<file path="src/rtl/vgachargen_console_ctrl.sv">
// Text-console controller for a character/colour map.
// Arbitrates a host bus bridge and a console byte stream onto one shared map port,
// and runs a full-screen clear.
// Ports:
//   clk_i, arst_i          clock, asynchronous active-high reset
//   host_*_i / host_*_o    host access request, grant and read return
//   con_valid_i/data_i     console character stream, con_ready_o handshake
//   con_color_i            attribute used for console writes and clear fill
//   clear_i                clear request pulse; busy_o while anything is pending
//   cursor_o               current cursor cell
//   map_*_o / map_*_i      shared map port, read data valid one cycle after address
module vgachargen_console_ctrl #(
  parameter int unsigned COLS = 80,
  parameter int unsigned ROWS = 30,
  localparam int unsigned CELLS = COLS * ROWS,
  localparam int unsigned AW = $clog2(CELLS)
) (
  input  logic          clk_i,
  input  logic          arst_i,
  input  logic          host_req_i,
  input  logic          host_we_i,
  input  logic [AW-1:0] host_addr_i,
  input  logic [7:0]    host_ch_i,
  input  logic [7:0]    host_col_i,
  output logic          host_gnt_o,
  output logic          host_rvalid_o,
  output logic [7:0]    host_rch_o,
  output logic [7:0]    host_rcol_o,
  input  logic          con_valid_i,
  input  logic [7:0]    con_data_i,
  output logic          con_ready_o,
  input  logic [7:0]    con_color_i,
  input  logic          clear_i,
  output logic          busy_o,
  output logic [AW-1:0] cursor_o,
  output logic [AW-1:0] map_addr_o,
  output logic [7:0]    map_ch_o,
  output logic [7:0]    map_col_o,
  output logic          map_wen_o,
  input  logic [7:0]    map_ch_i,
  input  logic [7:0]    map_col_i
);

  localparam int unsigned CW = (COLS > 1) ? $clog2(COLS) : 1;
  localparam int unsigned RW = (ROWS > 1) ? $clog2(ROWS) : 1;
  localparam logic [AW-1:0] LastCell = AW'(CELLS - 1);
  localparam logic [CW-1:0] LastCol  = CW'(COLS - 1);
  localparam logic [RW-1:0] LastRow  = RW'(ROWS - 1);
  localparam logic [AW-1:0] RowStep  = AW'(COLS);

  typedef enum logic [1:0] {StIdle, StAccess, StClear} state_e;

  state_e        state_q;
  logic          clear_pend_q;
  logic          last_host_q;
  logic [AW-1:0] cursor_q;
  logic [CW-1:0] col_q;
  logic [RW-1:0] row_q;
  logic [AW-1:0] map_addr_q;
  logic [7:0]    map_ch_q;
  logic [7:0]    map_col_q;
  logic          map_wen_q;
  logic          host_gnt_q;
  logic          host_rvalid_q;

  logic          clear_req;
  logic          sel_host;
  logic          sel_con;
  logic          con_xfer;
  logic          printable;
  logic [AW-1:0] cursor_d;
  logic [CW-1:0] col_d;
  logic [RW-1:0] row_d;

  // A clear arriving this cycle already blocks the console, so no byte slips in ahead of it.
  assign clear_req   = clear_pend_q | clear_i;
  // Round-robin: on a tie the requester granted last loses.
  assign sel_host    = host_req_i & (~con_valid_i | ~last_host_q);
  assign sel_con     = con_valid_i & ~sel_host;
  assign con_ready_o = (state_q == StIdle) & ~clear_req & sel_con;
  assign con_xfer    = con_valid_i & con_ready_o;

  // Cursor next-state for the byte on con_data_i; row/col tracked alongside to avoid a divider.
  always_comb begin
    cursor_d  = cursor_q;
    col_d     = col_q;
    row_d     = row_q;
    printable = 1'b0;
    case (con_data_i)
      8'h0A: begin
        col_d = '0;
        if (row_q == LastRow) begin
          row_d    = '0;
          cursor_d = '0;
        end else begin
          row_d    = row_q + RW'(1);
          cursor_d = cursor_q - AW'(col_q) + RowStep;
        end
      end
      8'h0D: begin
        col_d    = '0;
        cursor_d = cursor_q - AW'(col_q);
      end
      8'h08: begin
        if (cursor_q != '0) begin
          cursor_d = cursor_q - AW'(1);
          if (col_q == '0) begin
            col_d = LastCol;
            row_d = row_q - RW'(1);
          end else begin
            col_d = col_q - CW'(1);
          end
        end
      end
      default: begin
        printable = 1'b1;
        if (cursor_q == LastCell) begin
          cursor_d = '0;
          col_d    = '0;
          row_d    = '0;
        end else begin
          cursor_d = cursor_q + AW'(1);
          if (col_q == LastCol) begin
            col_d = '0;
            row_d = row_q + RW'(1);
          end else begin
            col_d = col_q + CW'(1);
          end
        end
      end
    endcase
  end

  always_ff @(posedge clk_i or posedge arst_i) begin
    if (arst_i) begin
      state_q       <= StIdle;
      clear_pend_q  <= 1'b0;
      last_host_q   <= 1'b0;
      cursor_q      <= '0;
      col_q         <= '0;
      row_q         <= '0;
      map_addr_q    <= '0;
      map_ch_q      <= '0;
      map_col_q     <= '0;
      map_wen_q     <= 1'b0;
      host_gnt_q    <= 1'b0;
      host_rvalid_q <= 1'b0;
    end else begin
      host_gnt_q    <= 1'b0;
      map_wen_q     <= 1'b0;
      // Read data returns the cycle after a host read's ACCESS cycle.
      host_rvalid_q <= (state_q == StAccess) & host_gnt_q & ~map_wen_q;
      if (clear_i && state_q != StClear) clear_pend_q <= 1'b1;
      unique case (state_q)
        StIdle: begin
          if (clear_req) begin
            state_q    <= StClear;
            map_addr_q <= '0;
            map_ch_q   <= 8'h20;
            map_col_q  <= con_color_i;
            map_wen_q  <= 1'b1;
          end else if (sel_host) begin
            state_q     <= StAccess;
            host_gnt_q  <= 1'b1;
            last_host_q <= 1'b1;
            map_addr_q  <= host_addr_i;
            map_ch_q    <= host_ch_i;
            map_col_q   <= host_col_i;
            map_wen_q   <= host_we_i;
          end else if (con_xfer) begin
            state_q     <= StAccess;
            last_host_q <= 1'b0;
            map_addr_q  <= cursor_q;
            map_ch_q    <= con_data_i;
            map_col_q   <= con_color_i;
            map_wen_q   <= printable;
            cursor_q    <= cursor_d;
            col_q       <= col_d;
            row_q       <= row_d;
          end
        end
        StAccess: state_q <= StIdle;
        StClear: begin
          if (map_addr_q == LastCell) begin
            state_q      <= StIdle;
            clear_pend_q <= 1'b0;
            cursor_q     <= '0;
            col_q        <= '0;
            row_q        <= '0;
          end else begin
            map_addr_q <= map_addr_q + AW'(1);
            map_col_q  <= con_color_i;
            map_wen_q  <= 1'b1;
          end
        end
        default: state_q <= StIdle;
      endcase
    end
  end

  assign busy_o        = (state_q != StIdle) | clear_req;
  assign cursor_o      = cursor_q;
  assign map_addr_o    = map_addr_q;
  assign map_ch_o      = map_ch_q;
  assign map_col_o     = map_col_q;
  assign map_wen_o     = map_wen_q;
  assign host_gnt_o    = host_gnt_q;
  assign host_rvalid_o = host_rvalid_q;
  assign host_rch_o    = host_rvalid_q ? map_ch_i : 8'h00;
  assign host_rcol_o   = host_rvalid_q ? map_col_i : 8'h00;

endmodule

</file>
<file path="config.mk">
export PLATFORM = sky130hd
export DESIGN_NAME = vgachargen_console_ctrl
export DESIGN_NICKNAME = d
export VERILOG_FILES = /design/src/rtl/vgachargen_console_ctrl.sv
export SDC_FILE = /design/constraint.sdc
export NUM_CORES = 1
export LEC_CHECK = 0
export CAP_MARGIN = 25
export CORE_MARGIN = 10
export CORE_UTILIZATION = 45
export CTS_CLUSTER_SIZE = 30
export DETAILED_ROUTE_END_ITERATION = 16
export HOLD_SLACK_MARGIN = 0.08
export PLACE_DENSITY = 0.78
export SYNTH_ARGS = -nofsm -noshare
export SYNTH_HDL_FRONTEND = slang
export SYNTH_SLANG_ARGS = --single-unit
</file>
<file path="constraint.sdc">
create_clock -name clk_i -period 2.63 [get_ports clk_i]
set_input_delay 0.526 -clock clk_i [delete_from_list [all_inputs] [get_ports clk_i]]
set_output_delay 0.526 -clock clk_i [all_outputs]
set_load 0.1 [all_outputs]
</file>
==> results of run 1 <==
-- per-stage QoR --
stage | setup TNS [ps] | setup WS [ps] | instance area (µm²) | utilization
floorplan | -7460 | -418 | 4800 | -
global placement | -5940 | -364 | 6740 | 0.655
detailed placement | -6880 | -391 | 6740 | 0.655
CTS | -73.7 | -44.8 | 7010 | 0.682
global route | -930 | -189 | 7240 | 0.704
finish | -154 | -82.1 | 7240 | 0.704
-- per-layer routing --
layer  vias to the layer above  wire [µm]  GRT usage
met3                        32       1340     0.0560
met1                      2522       6840      0.268
met2                       217       8390      0.369
li1                       2497          -          -
met5                         -          0          0
met4                         0        338     0.0707
-- worst paths after layout --
kind | to | slack [ps] | cells after the start
max reg2reg | cursor_o[10] | -80 | 13
max | cursor_o[10] | -80 | 13
min reg2reg | host_rvalid_o | 460 | 1
max in group asynchronous | cursor_o[9] | 1770 | 3
min in group asynchronous | map_ch_o[6] | 540 | 3
min | host_rvalid_o | 460 | 1
-- critical path, stage by stage, from the launching register on --
cell	delay [ps]
dfrtp_2	420
inv_4	70
ha_4	120
inv_2	40
fa_2	390
a21oi_4	220
o2111ai_4	160
a211oi_2	280
xnor2_2	140
buf_4	160
nor3_4	200
and3_1	190
o21ai_1	80
a41oi_1	150
-- Yosys cell counts, types with 3 or more instances --
| cell | count | area share |
|---|---|---|
| or3_1 | 3 | 0.0040 |
| and3_1 | 8 | 0.011 |
| a31oi_1 | 6 | 0.0080 |
| or2_2 | 5 | 0.0066 |
| buf_2 | 6 | 0.0064 |
| nand2_1 | 54 | 0.043 |
| dfrtp_1 | 59 | 0.31 |
| ha_1 | 17 | 0.045 |
| a221o_1 | 4 | 0.0085 |
| nor3_1 | 19 | 0.020 |
| nand4_1 | 7 | 0.0093 |
| a21o_1 | 3 | 0.0048 |
| buf_1 | 3 | 0.0024 |
| o22a_1 | 4 | 0.0074 |
| o32a_1 | 8 | 0.017 |
| inv_1 | 24 | 0.019 |
| o21ai_0 | 58 | 0.061 |
| nand2b_1 | 4 | 0.0053 |
| o31ai_1 | 3 | 0.0048 |
| buf_4 | 3 | 0.0048 |
| and4_1 | 4 | 0.0074 |
| and2_1 | 19 | 0.025 |
| nand3_1 | 22 | 0.023 |
| clkbuf_1 | 25 | 0.020 |
| nor2_1 | 50 | 0.040 |
| mux2i_1 | 25 | 0.053 |
| a21oi_1 | 37 | 0.039 |
| xnor2_1 | 16 | 0.030 |
| a211oi_1 | 3 | 0.0048 |
| o21a_1 | 3 | 0.0048 |
| o21ai_1 | 11 | 0.012 |
| a221oi_1 | 5 | 0.0093 |
| o22ai_1 | 7 | 0.0093 |
| xor2_1 | 7 | 0.013 |
| a22o_1 | 5 | 0.0093 |
-- layout make-up --
cell class,count,area (µm²),area share
flip-flops and latches,59,1490,0.205
repair buffers,214,2040,0.282
clock inverters,6,65.1,0.00899
inverters,24,95.1,0.0131
well taps,136,170,0.0235
multi-input cells,464,3250,0.450
clock buffers,10,128,0.0176
-- kinds of logic (layout without fill, tap and decap cells) --
| logic type | after synthesis | in the layout |
|---|---|---|
| flops | 59 | 59 |
| simple gates | 219 | 219 |
| xor+xnor | 23 | 23 |
| buf+inv | 62 | 254 |
| mux | 26 | 26 |
| fa+ha+maj | 18 | 18 |
| compound gates | 178 | 178 |
-- what timing repair did --
action,CTS,global route
setup endpoints to repair,5,17
pin swaps,6,22
resized for setup,11,35
buffers inserted,3,10
-- sequential cells by signal, indices dropped and copies added, names as in the netlist --
signal and count:
map_ch_o 8, col_q 7, clear_pend_q 1, host_gnt_o 1, map_col_o 8, host_rvalid_o 1
cursor_o 12, last_host_q 1, row_q 5, map_wen_o 1, state_q 2, map_addr_o 12
-- report_power, final --
part | switching, mW | internal (mW)
sequential | 0.257 | 1.13
combinational | 2.57 | 1.31
clock | 0.410 | 0.440
==> flow_summary.json, run 1 <==
{
  "status": "complete, but fails checks",
  "violations": "setup timing",
  "routed_wl_um": 16900,
  "synthXorXnorAreaFrac": 0.0427,
  "crit_type": "reg2reg",
  "required_ps": 2890,
  "holdBufCountCts": 0,
  "grtUsageTotal": 0.219,
  "worst_hold_slack_ps": 457,
  "port-buffer-count": 126,
  "dr_total_vias": 5268,
  "fin_cells": 913,
  "synthSimpleGateAreaFrac": 0.240,
  "arrival_ps": 2970,
  "vdd_ir_drop_max_uv": 912,
  "rows": 37,
  "rsz0062_at_grt": "true",
  "postSynthAreaPerCell_um2": 8.07,
  "cts_tree": "built",
  "drv_cap": 0,
  "power.leakage_nw": 3.17,
  "start_util": 0.459,
  "worst_slack_ps": -82.1,
  "die-height_um": 122,
  "grt_overflow_total": 0,
  "cts_sinks": 59,
  "dieArea_mm2": 0.0150,
  "finalNetCount": 856,
  "power_density_mw_per_mm2": 845,
  "r2r_start": "cursor_o[0]",
  "cts.clk_slew.worst_paths_ps": 70,
  "routedWlPerCell_um": 18.5,
  "area_delta_synth_final_pct": 53.3,
  "synth_cell_types": 73,
  "io_pins": 127,
  "drt_iter0_drc": 418,
  "worst_skew_pair.late_latency_ps": 350,
  "fmax_mhz": 369,
  "worstMarginPinSlew_ps": 610,
  "grt_max_degree": 60,
  "min_period_ps": 2710,
  "synth_edf_count": 0,
  "via_per_inst": 5.77,
  "synthArstFlopShare": 1.00,
  "first_pass_iters": 5,
  "place_congestion": 0.958,
  "grt_pass1_wl_um": 26800,
  "hold_viol_final": 0,
  "layout_common_cells": "buf_4 (127), clkdlybuf4s50_1 (61), nand2_1 (54), o21ai_0 (53), dfrtp_1 (51)",
  "finalCritPeriodShare": 1.03,
  "synth_top_family_by_area": "compound AO/OA/AOI/OAI gates",
  "synth_compound_area_frac": 0.244,
  "clockBufferDepth": 2,
  "placed_cells": 885,
  "worstSetupStartpointType": "register",
  "cts-htree-levels": 3,
  "core_mm2": 0.0103,
  "cp-startpoint": "cursor_o[0]",
  "ys.flop_type": "dfrtp_1",
  "numCtsBuffers": 9,
  "synth_area_mm2": 0.00472,
  "ys_ff_latch": 59,
  "crit_fanout": 3,
  "drc": 0,
  "die_x_um": 122,
  "hold_path.startpoint": "map_wen_o",
  "total_power_mw": 6.11,
  "clock-root-buffer": "clkbuf_8",
  "hold_path.class": "reg2reg",
  "dp_hpwl_um": 13100,
  "fill_cells": 808,
  "finalSetupViolCount": 2,
  "fin_skew_ps": 14.0,
  "synthAdderAreaFrac": 0.0493,
  "synthMuxAreaShare": 0.0578,
  "relSlewSlack": 0.593,
  "synth_cells": 585,
  "drive_gt1_frac": 0.292,
  "antenna_found_initial": 0,
  "ant_nets": 0,
  "grt_pass1_vias": 5235,
  "final_common_cell": "buf_4",
  "slew_violations": 0,
  "yosysWarnings": 0,
  "seq_area_frac_synth": 0.313,
  "cp-end-kind": "register",
  "antenna_cells": 0,
  "syn_nets": 669
}
Power figures use the tool's default switching activity.
==> run 2: changes to the inputs <==
--- a/config.mk
+++ b/config.mk
@@ -5,7 +5,7 @@
 export SDC_FILE = /design/constraint.sdc
 export NUM_CORES = 1
 export LEC_CHECK = 0
-export CAP_MARGIN = 25
+export CAP_MARGIN = 30
 export CORE_MARGIN = 10
 export CORE_UTILIZATION = 45
 export CTS_CLUSTER_SIZE = 30
==> results of run 2 <==
No change in the layout: final DEF, timing and power equal those of run 1.
